$ cat src/rtl/resp_demux6_pkg.sv
// ============================================================================
// demux_pkg : shared select encoding and one-hot decode for the 6-way demux
// Rev 1.0
// ============================================================================
`default_nettype none

package demux_pkg;

  localparam int NUM_PORTS = 6;
  localparam int SEL_W     = 3;

  typedef logic [SEL_W-1:0] sel_t;

  localparam sel_t SEL_A = 3'd0;
  localparam sel_t SEL_B = 3'd1;
  localparam sel_t SEL_C = 3'd2;
  localparam sel_t SEL_D = 3'd3;
  localparam sel_t SEL_E = 3'd4;
  localparam sel_t SEL_F = 3'd5;

  // Codes 6 and 7 name no port, so they decode to no valid at all.
  function automatic logic [NUM_PORTS-1:0] onehot6(input sel_t sel);
    logic [NUM_PORTS-1:0] oh;
    oh = '0;
    if (sel <= SEL_F) oh[sel] = 1'b1;
    return oh;
  endfunction

endpackage

`default_nettype wire

$ cat src/rtl/resp_demux6_if.sv
// ============================================================================
// resp_demux6_if : issue / response / per-port delivery bus of resp_demux6
// Rev 1.0
// ============================================================================
`default_nettype none

interface resp_demux6_if
  import demux_pkg::*;
#(
  parameter int WIDTH = 32,
  parameter int DEPTH = 4
) ();

  logic                   req_issue;
  sel_t                   req_sel;
  logic                   tag_full;
  logic                   resp_valid;
  logic [WIDTH-1:0]       resp_data;
  logic [NUM_PORTS-1:0]   out_valid;
  logic [WIDTH-1:0]       out_data;
  logic [$clog2(DEPTH):0] outstanding;
  logic                   err_orphan;
  logic                   err_badsel;

  modport master (
    output req_issue, req_sel, resp_valid, resp_data,
    input  tag_full, out_valid, out_data, outstanding, err_orphan, err_badsel
  );

  modport slave (
    input  req_issue, req_sel, resp_valid, resp_data,
    output tag_full, out_valid, out_data, outstanding, err_orphan, err_badsel
  );

endinterface

`default_nettype wire

$ cat src/rtl/resp_demux6_tag_fifo.sv
// ============================================================================
// tag_fifo : synchronous FIFO of requester tags, push allowed when full if a
//            pop happens in the same cycle
// Rev 1.0
// ============================================================================
`default_nettype none

module tag_fifo
  import demux_pkg::*;
#(
  parameter int DEPTH = 4,
  parameter int DW    = SEL_W
) (
  input  logic                   clk,
  input  logic                   rst,
  input  logic                   push_i,
  input  logic                   pop_i,
  input  logic [DW-1:0]          wdata_i,
  output logic [DW-1:0]          rdata_o,
  output logic                   full_o,
  output logic                   empty_o,
  output logic [$clog2(DEPTH):0] count_o
);

  localparam int AW = $clog2(DEPTH);

  logic [DW-1:0] mem_q [DEPTH];
  logic [AW-1:0] wptr_q, wptr_d;
  logic [AW-1:0] rptr_q, rptr_d;
  logic [AW:0]   count_q, count_d;
  logic          w_push;
  logic          w_pop;

  assign full_o  = (count_q == (AW+1)'(DEPTH));
  assign empty_o = (count_q == '0);
  assign count_o = count_q;
  assign rdata_o = mem_q[rptr_q];

  assign w_pop  = pop_i && !empty_o;
  assign w_push = push_i && (!full_o || w_pop);

  // Power-of-two depth lets the pointers wrap by plain overflow.
  always_comb begin
    wptr_d  = wptr_q;
    rptr_d  = rptr_q;
    count_d = count_q;
    if (w_push) wptr_d = wptr_q + 1'b1;
    if (w_pop)  rptr_d = rptr_q + 1'b1;
    case ({w_push, w_pop})
      2'b10:   count_d = count_q + 1'b1;
      2'b01:   count_d = count_q - 1'b1;
      default: count_d = count_q;
    endcase
  end

  always_ff @(posedge clk) begin
    if (rst) begin
      wptr_q  <= '0;
      rptr_q  <= '0;
      count_q <= '0;
    end else begin
      wptr_q  <= wptr_d;
      rptr_q  <= rptr_d;
      count_q <= count_d;
    end
  end

  always_ff @(posedge clk) begin
    if (w_push) mem_q[wptr_q] <= wdata_i;
  end

endmodule

`default_nettype wire

$ cat src/rtl/resp_demux6.sv
// ============================================================================
// resp_demux6 : routes in-order responses back to the issuing requester
//               using a FIFO of recorded selects
// Rev 1.0
// ============================================================================
`default_nettype none

module resp_demux6
  import demux_pkg::*;
#(
  parameter int WIDTH = 32,
  parameter int DEPTH = 4
) (
  input  logic          clk,
  input  logic          rst,
  resp_demux6_if.slave  bus
);

  logic                   w_sel_ok;
  logic                   w_push;
  logic                   w_pop;
  logic                   w_empty;
  logic                   w_full;
  sel_t                   w_tag;
  logic [$clog2(DEPTH):0] w_count;

  logic [NUM_PORTS-1:0] out_valid_q, out_valid_d;
  logic [WIDTH-1:0]     out_data_q, out_data_d;
  logic                 err_orphan_q, err_orphan_d;
  logic                 err_badsel_q, err_badsel_d;

  assign w_sel_ok = (bus.req_sel <= SEL_F);
  assign w_push   = bus.req_issue && w_sel_ok;
  // A tag pushed this cycle is not yet visible, so it cannot serve this response.
  assign w_pop    = bus.resp_valid && !w_empty;

  tag_fifo #(
    .DEPTH (DEPTH),
    .DW    (SEL_W)
  ) u_tag_fifo (
    .clk     (clk),
    .rst     (rst),
    .push_i  (w_push),
    .pop_i   (w_pop),
    .wdata_i (bus.req_sel),
    .rdata_o (w_tag),
    .full_o  (w_full),
    .empty_o (w_empty),
    .count_o (w_count)
  );

  always_comb begin
    out_valid_d  = '0;
    out_data_d   = out_data_q;
    err_orphan_d = err_orphan_q | (bus.resp_valid & w_empty);
    err_badsel_d = err_badsel_q | (bus.req_issue & ~w_sel_ok);
    if (w_pop) begin
      out_valid_d = onehot6(w_tag);
      out_data_d  = bus.resp_data;
    end
  end

  always_ff @(posedge clk) begin
    if (rst) begin
      out_valid_q  <= '0;
      out_data_q   <= '0;
      err_orphan_q <= 1'b0;
      err_badsel_q <= 1'b0;
    end else begin
      out_valid_q  <= out_valid_d;
      out_data_q   <= out_data_d;
      err_orphan_q <= err_orphan_d;
      err_badsel_q <= err_badsel_d;
    end
  end

  assign bus.tag_full    = w_full;
  assign bus.outstanding = w_count;
  assign bus.out_valid   = out_valid_q;
  assign bus.out_data    = out_data_q;
  assign bus.err_orphan  = err_orphan_q;
  assign bus.err_badsel  = err_badsel_q;

endmodule

`default_nettype wire

$ cat src/flat_wrapper.sv
// flat-port wrapper written by rule: the top's interface ports become plain ports
module resp_demux6_flat import demux_pkg::*;
#(
  parameter int WIDTH = 32,
  parameter int DEPTH = 4
)
  (clk, rst, bus_req_issue, bus_req_sel, bus_resp_valid, bus_resp_data, bus_tag_full, bus_out_valid, bus_out_data, bus_outstanding, bus_err_orphan, bus_err_badsel);
  resp_demux6_if #(.WIDTH(WIDTH), .DEPTH(DEPTH)) bus_i ();
  input  logic clk;
  input  logic rst;
  input wire logic [$bits(bus_i.req_issue)-1:0] bus_req_issue;
  input wire logic [$bits(bus_i.req_sel)-1:0] bus_req_sel;
  input wire logic [$bits(bus_i.resp_valid)-1:0] bus_resp_valid;
  input wire logic [$bits(bus_i.resp_data)-1:0] bus_resp_data;
  output wire logic [$bits(bus_i.tag_full)-1:0] bus_tag_full;
  output wire logic [$bits(bus_i.out_valid)-1:0] bus_out_valid;
  output wire logic [$bits(bus_i.out_data)-1:0] bus_out_data;
  output wire logic [$bits(bus_i.outstanding)-1:0] bus_outstanding;
  output wire logic [$bits(bus_i.err_orphan)-1:0] bus_err_orphan;
  output wire logic [$bits(bus_i.err_badsel)-1:0] bus_err_badsel;
  assign bus_i.req_issue = bus_req_issue;
  assign bus_i.req_sel = bus_req_sel;
  assign bus_i.resp_valid = bus_resp_valid;
  assign bus_i.resp_data = bus_resp_data;
  assign bus_tag_full = bus_i.tag_full;
  assign bus_out_valid = bus_i.out_valid;
  assign bus_out_data = bus_i.out_data;
  assign bus_outstanding = bus_i.outstanding;
  assign bus_err_orphan = bus_i.err_orphan;
  assign bus_err_badsel = bus_i.err_badsel;
  resp_demux6 #(.WIDTH(WIDTH), .DEPTH(DEPTH)) u_core (.clk(clk), .rst(rst), .bus(bus_i));
endmodule
$ cat config.mk
export PLATFORM = sky130hd
export DESIGN_NAME = resp_demux6_flat
export DESIGN_NICKNAME = d
export VERILOG_FILES = /design/src/rtl/resp_demux6_pkg.sv /design/src/rtl/resp_demux6_if.sv /design/src/rtl/resp_demux6_tag_fifo.sv /design/src/rtl/resp_demux6.sv /design/src/flat_wrapper.sv
export SDC_FILE = /design/constraint.sdc
export NUM_CORES = 1
export LEC_CHECK = 0
export ABC_AREA = 1
export BUFFER_PORTS_ARGS = -buffer_cell sky130_fd_sc_hd__buf_2
export CAP_MARGIN = 5
export CORE_MARGIN = 3
export CORE_UTILIZATION = 25
export DETAILED_ROUTE_END_ITERATION = 10
export HOLD_SLACK_MARGIN = 0.03
export PLACE_DENSITY = 0.5
export SYNTH_ARGS = -nofsm -noshare
export SYNTH_HDL_FRONTEND = slang
export SYNTH_SLANG_ARGS = --single-unit
$ cat constraint.sdc
create_clock -name clk -period 4.3 [get_ports clk]
set_input_delay 0.86 -clock clk [delete_from_list [all_inputs] [get_ports clk]]
set_output_delay 0.86 -clock clk [all_outputs]
set_load 0.005 [all_outputs]
**After elaboration in Yosys (flattened, before gate mapping)**

Memory sizes are Yosys's and may differ from the RTL's. A register that Yosys moved wholly into a read port is not among the register bits.
Cells that the tools add are included.

- Register bits: 47
- Bits in latches: 0
- RAM bits: 12
- Bits in read-only memories: 0
- Input bits: 39
- Output and inout bits: 44
- Logic and storage cells: 44
- Memories: 1

Memories:

| name | words | width | read ports | clocked after Yosys merged registers in | write ports | line | RTL |
|---|---|---|---|---|---|---|---|
| u_core.u_tag_fifo.mem_q | 4 | 3 | 1 | 1 | 1 | resp_demux6_tag_fifo.sv:27 | `logic [DW-1:0] mem_q [DEPTH];` |

- Add/subtract/negate cells: 4
- Multipliers: 0
- Div/mod/pow operators: 0
- $lt $le $gt $ge: 4
- Equality and inequality tests: 3
- Shift operators: 0
- Muxes and demuxes: 7
- Bitwise operators: 7
- Reductions and logical operators: 11

Operator list:

| cell | count |
|---|---|
| $le 3x3->1 const B | 2 |
| $pmux 3 s2 | 1 |
| $logic_and 1x1->1 | 5 |
| $add 2x1->2 const B | 2 |
| $lt 3x4->1 const B | 1 |
| $mux 2 | 2 |
| $add 3x1->3 const B | 1 |
| $demux 1 s3 | 1 |
| $eq 3x3->1 const B | 1 |
| $ge 3x1->1 const B | 1 |
| $logic_not 3->1 | 1 |
| $mux 1 | 3 |
| $not 1->1 | 3 |
| $reduce_or 3->1 | 1 |
| $sub 3x1->3 const B | 1 |
| $and 1x1->1 | 2 |
| $eq 2x1->1 const B | 1 |
| $eq 2x2->1 const B | 1 |
| $logic_not 1->1 | 2 |
| $or 1x1->1 | 2 |
| $reduce_bool 2->1 | 1 |
| $logic_or 1x1->1 | 1 |

**Longest topological paths before layout**

- Depth in word-level cells: 8
- Depth in mapped cells: 9
- Depth with buffers taken out: 9

**By module**

Synthesis repeated with hierarchy kept, for this count alone.

- Cells, all modules: 342
- Area, all modules: 2603.7 um^2

By module, submodules not included:

| module | instances | cells an instance | area an instance (um^2) | sequential area each (um^2) |
|---|---|---|---|---|
| resp_demux6 | 1 | 239 | 1644.1 | 800.8 |
| tag_fifo | 1 | 103 | 959.7 | 540.5 |

**Worst setup path after synthesis**

No wires, ideal clock.

- Path type: input-to-reg
- From: input port bus_resp_valid
- To: register u_core.u_tag_fifo.count_q[2], in the netlist u_core.u_tag_fifo.count_o[2]
- Library setup time: 0.115 ns
- Arrival time: 1.848 ns
- Required time: 4.185 ns
- Setup slack: 2.337 ns
- Cell stages on the path: 8
- Path buffers: 0
- Path through: inv_2 > a21oi_2 > nand2_1 > fa_1 > inv_1 > nand4_1 > a21oi_1 > nor2_1

- Longest elaborated chain between the ends: 6
- Elaborated cells on any way between the ends: 8
- Classes of those cells: eq/ne (2); mux (1); reduce/logical (5)

Ends and longest elaborated chain:

| what | line | RTL |
|---|---|---|
| from (decl) | flat_wrapper.sv:13 | `input wire logic [$bits(bus_i.resp_valid)-1:0] bus_resp_valid;` |
| $logic_and 1x1->1 * | resp_demux6.sv:35 | `assign w_pop = bus.resp_valid && !w_empty;` |
| $logic_and 1x1->1 * | resp_demux6_tag_fifo.sv:39 | `assign w_pop = pop_i && !empty_o;` |
| $logic_or 1x1->1 | resp_demux6_tag_fifo.sv:40 | `assign w_push = push_i && (!full_o \|\| w_pop);` |
| $logic_and 1x1->1 | resp_demux6_tag_fifo.sv:40 |  |
| $eq 2x1->1 or $eq 2x2->1 (tied branches) | resp_demux6_tag_fifo.sv:49 | `case ({w_push, w_pop})` |
| $pmux 3 s2 or $reduce_bool 2->1 (tied branches) | - |  |
| to (signal assigned) | resp_demux6_tag_fifo.sv:64 | `count_q <= count_d;` |
| to (decl) | resp_demux6_tag_fifo.sv:30 | `logic [AW:0] count_q, count_d;` |

Every way passes the cells marked *; elsewhere a longest branch is shown, timed or not.
A chain may end at the register's enable or synchronous reset.

**Final worst setup path**

Same ends and word-level chain as after synthesis.

==> metrics.md <==
| Metric | Value |
|---|---|
| Status | completed |
| Initial DRC Count | slightly below 70 |
| TritonCTS buffer count | 9 |
| Share of cells above drive strength 1 | about 29% |
| Die height | approximately 100 um |
| Mapped Cells | 273 |
| Flops & latches, synth | between 60 and 70 |
| Clock Skew | roughly 0.014 ns |
| Clock Tree Root | clkbuf_8 |
| First-pass GRT wire length | slightly below 9000 um |
| Worst-margin pin slew | about 1.0 ns |
| Mapped Area | 2340 um2 |
| Crit-path slowest cell | fa_1 |
| TritonCTS clock tree | yes |
| Initial antenna violation count | 0 |
| Largest net degree at the start of global routing | 40 |
| Dominant delay contributor by cell family on the critical path | buffers and inverters |
| Clock slew at reported path FFs | 0.06 ns |
| Clk sinks | just over 60 |
| Compound-Gate Fraction of Synth Area | around 13% |
| Simple-gate share of the synthesized area | between 15 and 20% |
| Vias after detailed routing | roughly 2.0k |
| Critical Path Sink Type | register |
| Post-synthesis mux area share | 0% |
| Post-synth EDFFs | 12 |
| Layout Nets | 400 |
| Synth Area in XOR/XNOR | 0% |
| Unrepaired setup endpoints after global routing | no |
| Starting Density | between 20% and 30% |
| Top FF cell, synth | dfxtp_1 |
| Setup bufs post-CTS | 0 |
| Top-count cell post-synth | nor2_1 |
| Bufs on Longest Clock Path | 2 |
| Total global-route track usage | between 10% and 20% |
| DP Wirelength | 3770 um |
| Total gr overflow | 0 |
| Ant diodes | 0 |
| Die ar. | between 10000 and 15000 um2 |
| Synth Area per Inst | 8.57 um2 |
| Crit path DAT | around 2.6 ns |
| Antenna Nets Post-Route | 0 |
| DR vias/cell | between 4 and 5 |
| Worst slew margin | 32.7% |
| Vias in the first global route | 1880 |
| Setup TNS | 0 ns |
| # rows | 34 |
| Max VDD drop | 0.180 mV |
| Power density over the cells | 559 nW/um2 |
| PostCTS Resize Cnt | 0 |
| IO Pins | 83 |
| DR pass1 iterations | 4 |
| Worst path bufs/invs | 4 |
| Main combinational cell family by area after synthesis | simple AND/OR/NAND/NOR gates |
| Syn Nets | roughly 320 |
| Synth top area share | 41.9% |
| Final Total Pwr | ~1700 uW |
| Post-synth top cells | nor2_1, dfxtp_1, o21ai_0 |
| Fmax | about 430 MHz |
| Area share of fa/ha/maj cells after synthesis | between 2 and 3% |
| Core area | 8890 um2 |
| Critical Path RT | 4.53 ns |
| Register area share after synthesis | roughly 57% |
| Number of distinct library cells after synthesis | 24 |
| Die Wd | between 100 and 150 um |
| Synth top area cells | dfxtp_1, edfxtp_1, nor2_1 |
| # setup viols final | 0 |
| Critical path class | input port to register |
| CP Launch Type | input port |
| Synth warn | 0 |
| I/O Buffers | 82 |
| Pre-CTS setup slack | around 1.6 ns |
| Max_cap viols | 0 |
| Final worst setup slack | between 1.5 and 2 ns |
| DRT Wirelength | approximately 5300 um |
| Lkg Pwr | 0.00140 uW |
| Htree depth | 3 |
| Clk_lat worst skew | 0.33 ns |
| DRC viols | 0 |
| DR WL/cell | approximately 11 um |
| Largest area contributor in the netlist | dfxtp_1 |
| Hold Buf Count CTS | 0 |
| Crit-path cells | buf_2 > inv_2 > a21oi_4 > buf_4 > nand2_1 > fa_1 > inv_1 > nand4_1 > a21oi_1 > nor2_1 |
| FFs w/ async S/R, synth | 0% |
| Final Cycle Share | between 50% and 60% |
| Layout overhead on the synthesized area | 29.1% |
| Final RePlAce weighted congestion | 0.744 |
| Slew Viols, Final | 0 |
| Fin crit period | around 2.3 ns |
| Critical Path Fanout Max | 38 |
| Final hold viol count | 0 |
| CP peak stage delay | between 0.4 and 0.5 ns |
| Worst hold path type | register to register |
-- report_power, final --
| group | leakage [uW] | internal [uW] | switching, uW |
|---|---|---|---|
| Clock | 0.0000938 | 286 | 223 |
| Sequential | 0.000512 | 689 | 59.8 |
| Combinational | 0.000794 | 174 | 257 |
-- layout make-up --
class | count | area, um2
Timing Repair Buffer | 83 | 418
Clock inverter | 3 | 46.3
Sequential cell | 61 | 1340
Multi-Input combinational cell | 177 | 838
Fill cell | 983 | 5870
Clock buffer | 13 | 149
Inverter | 24 | 90.1
Tap cell | 108 | 135
-- kinds of logic (layout without fill, tap and decap cells) --
group                      count (synthesis)  in the layout
and+or+nand+nor                          117            117
DFF                                       61             61
AOI/OAI and AO/OA                         55             55
adders and majority gates                  5              5
buffers and inverters                     35            123
-- metrics by stage --
stage | hold slack, ns | std cells | area [um2] | utilization [%]
finish | 0.463 | 469 | 3020 | 33.9
global route | 0.495 | 469 | 3020 | 33.9
CTS | 0.471 | 469 | 3020 | 33.9
detailed placement | 0.454 | 453 | 2820 | 31.7
global placement | 0.449 | 453 | 2820 | 31.7
floorplan | 0.436 | 273 | 2340 | -
-- final timing paths --
check | start | slack (ns) | to | cells after the start
setup / recovery | bus_resp_valid | 1.95 | u_core.u_tag_fifo.count_o[2] | 10
hold reg to reg | u_core.bus.err_orphan | 0.46 | u_core.bus.err_orphan | 1
setup reg to reg | u_core.u_tag_fifo.count_o[0] | 2.14 | u_core.u_tag_fifo.count_o[2] | 9
hold / removal | u_core.bus.err_orphan | 0.46 | u_core.bus.err_orphan | 1
-- worst reg2reg max path: cells and delay by family (launching register included) --
| kind | cells | cell delay [ns] |
|---|---|---|
| AO/OA/AOI/OAI | 2 | 0.30 |
| AND/OR/NAND/NOR | 4 | 0.47 |
| adder cells (fa/ha/maj) | 1 | 0.44 |
| flip-flops | 1 | 0.43 |
| buffers and inverters | 2 | 0.44 |
-- metal layers --
metal | vias up | wire length [um] | GRT usage (%)
met4 | 0 | 68 | 4.74
met5 | - | 0 | 0
met3 | 6 | 445 | 4.74
li1 | 1040 | - | -
met2 | 55 | 2560 | 17.5
met1 | 861 | 2260 | 12.1
-- registers in the layout, summed over array words and instances, names as in the netlist, named ones only --
name	flops
u_core.bus.err_badsel	1
u_core.bus.err_orphan	1
u_core.bus.out_data	32
u_core.bus.out_valid	6
u_core.u_tag_fifo.count_o	3
u_core.u_tag_fifo.mem_q	12
u_core.u_tag_fifo.rptr_q	2
u_core.u_tag_fifo.wptr_q	2
-- placed cells by master, fill, tap and decap left out, types with 3 or more instances in the layout --
cell,n
o21ai_0,35
ha_1,4
nand3_1,7
nand2_1,25
o21ai_1,6
clkbuf_1,3
clkbuf_8,10
a21oi_1,9
edfxtp_1,12
inv_2,3
inv_1,21
nor2_1,81
buf_2,82
dfxtp_1,49
(Power assumes the default switching activity.)
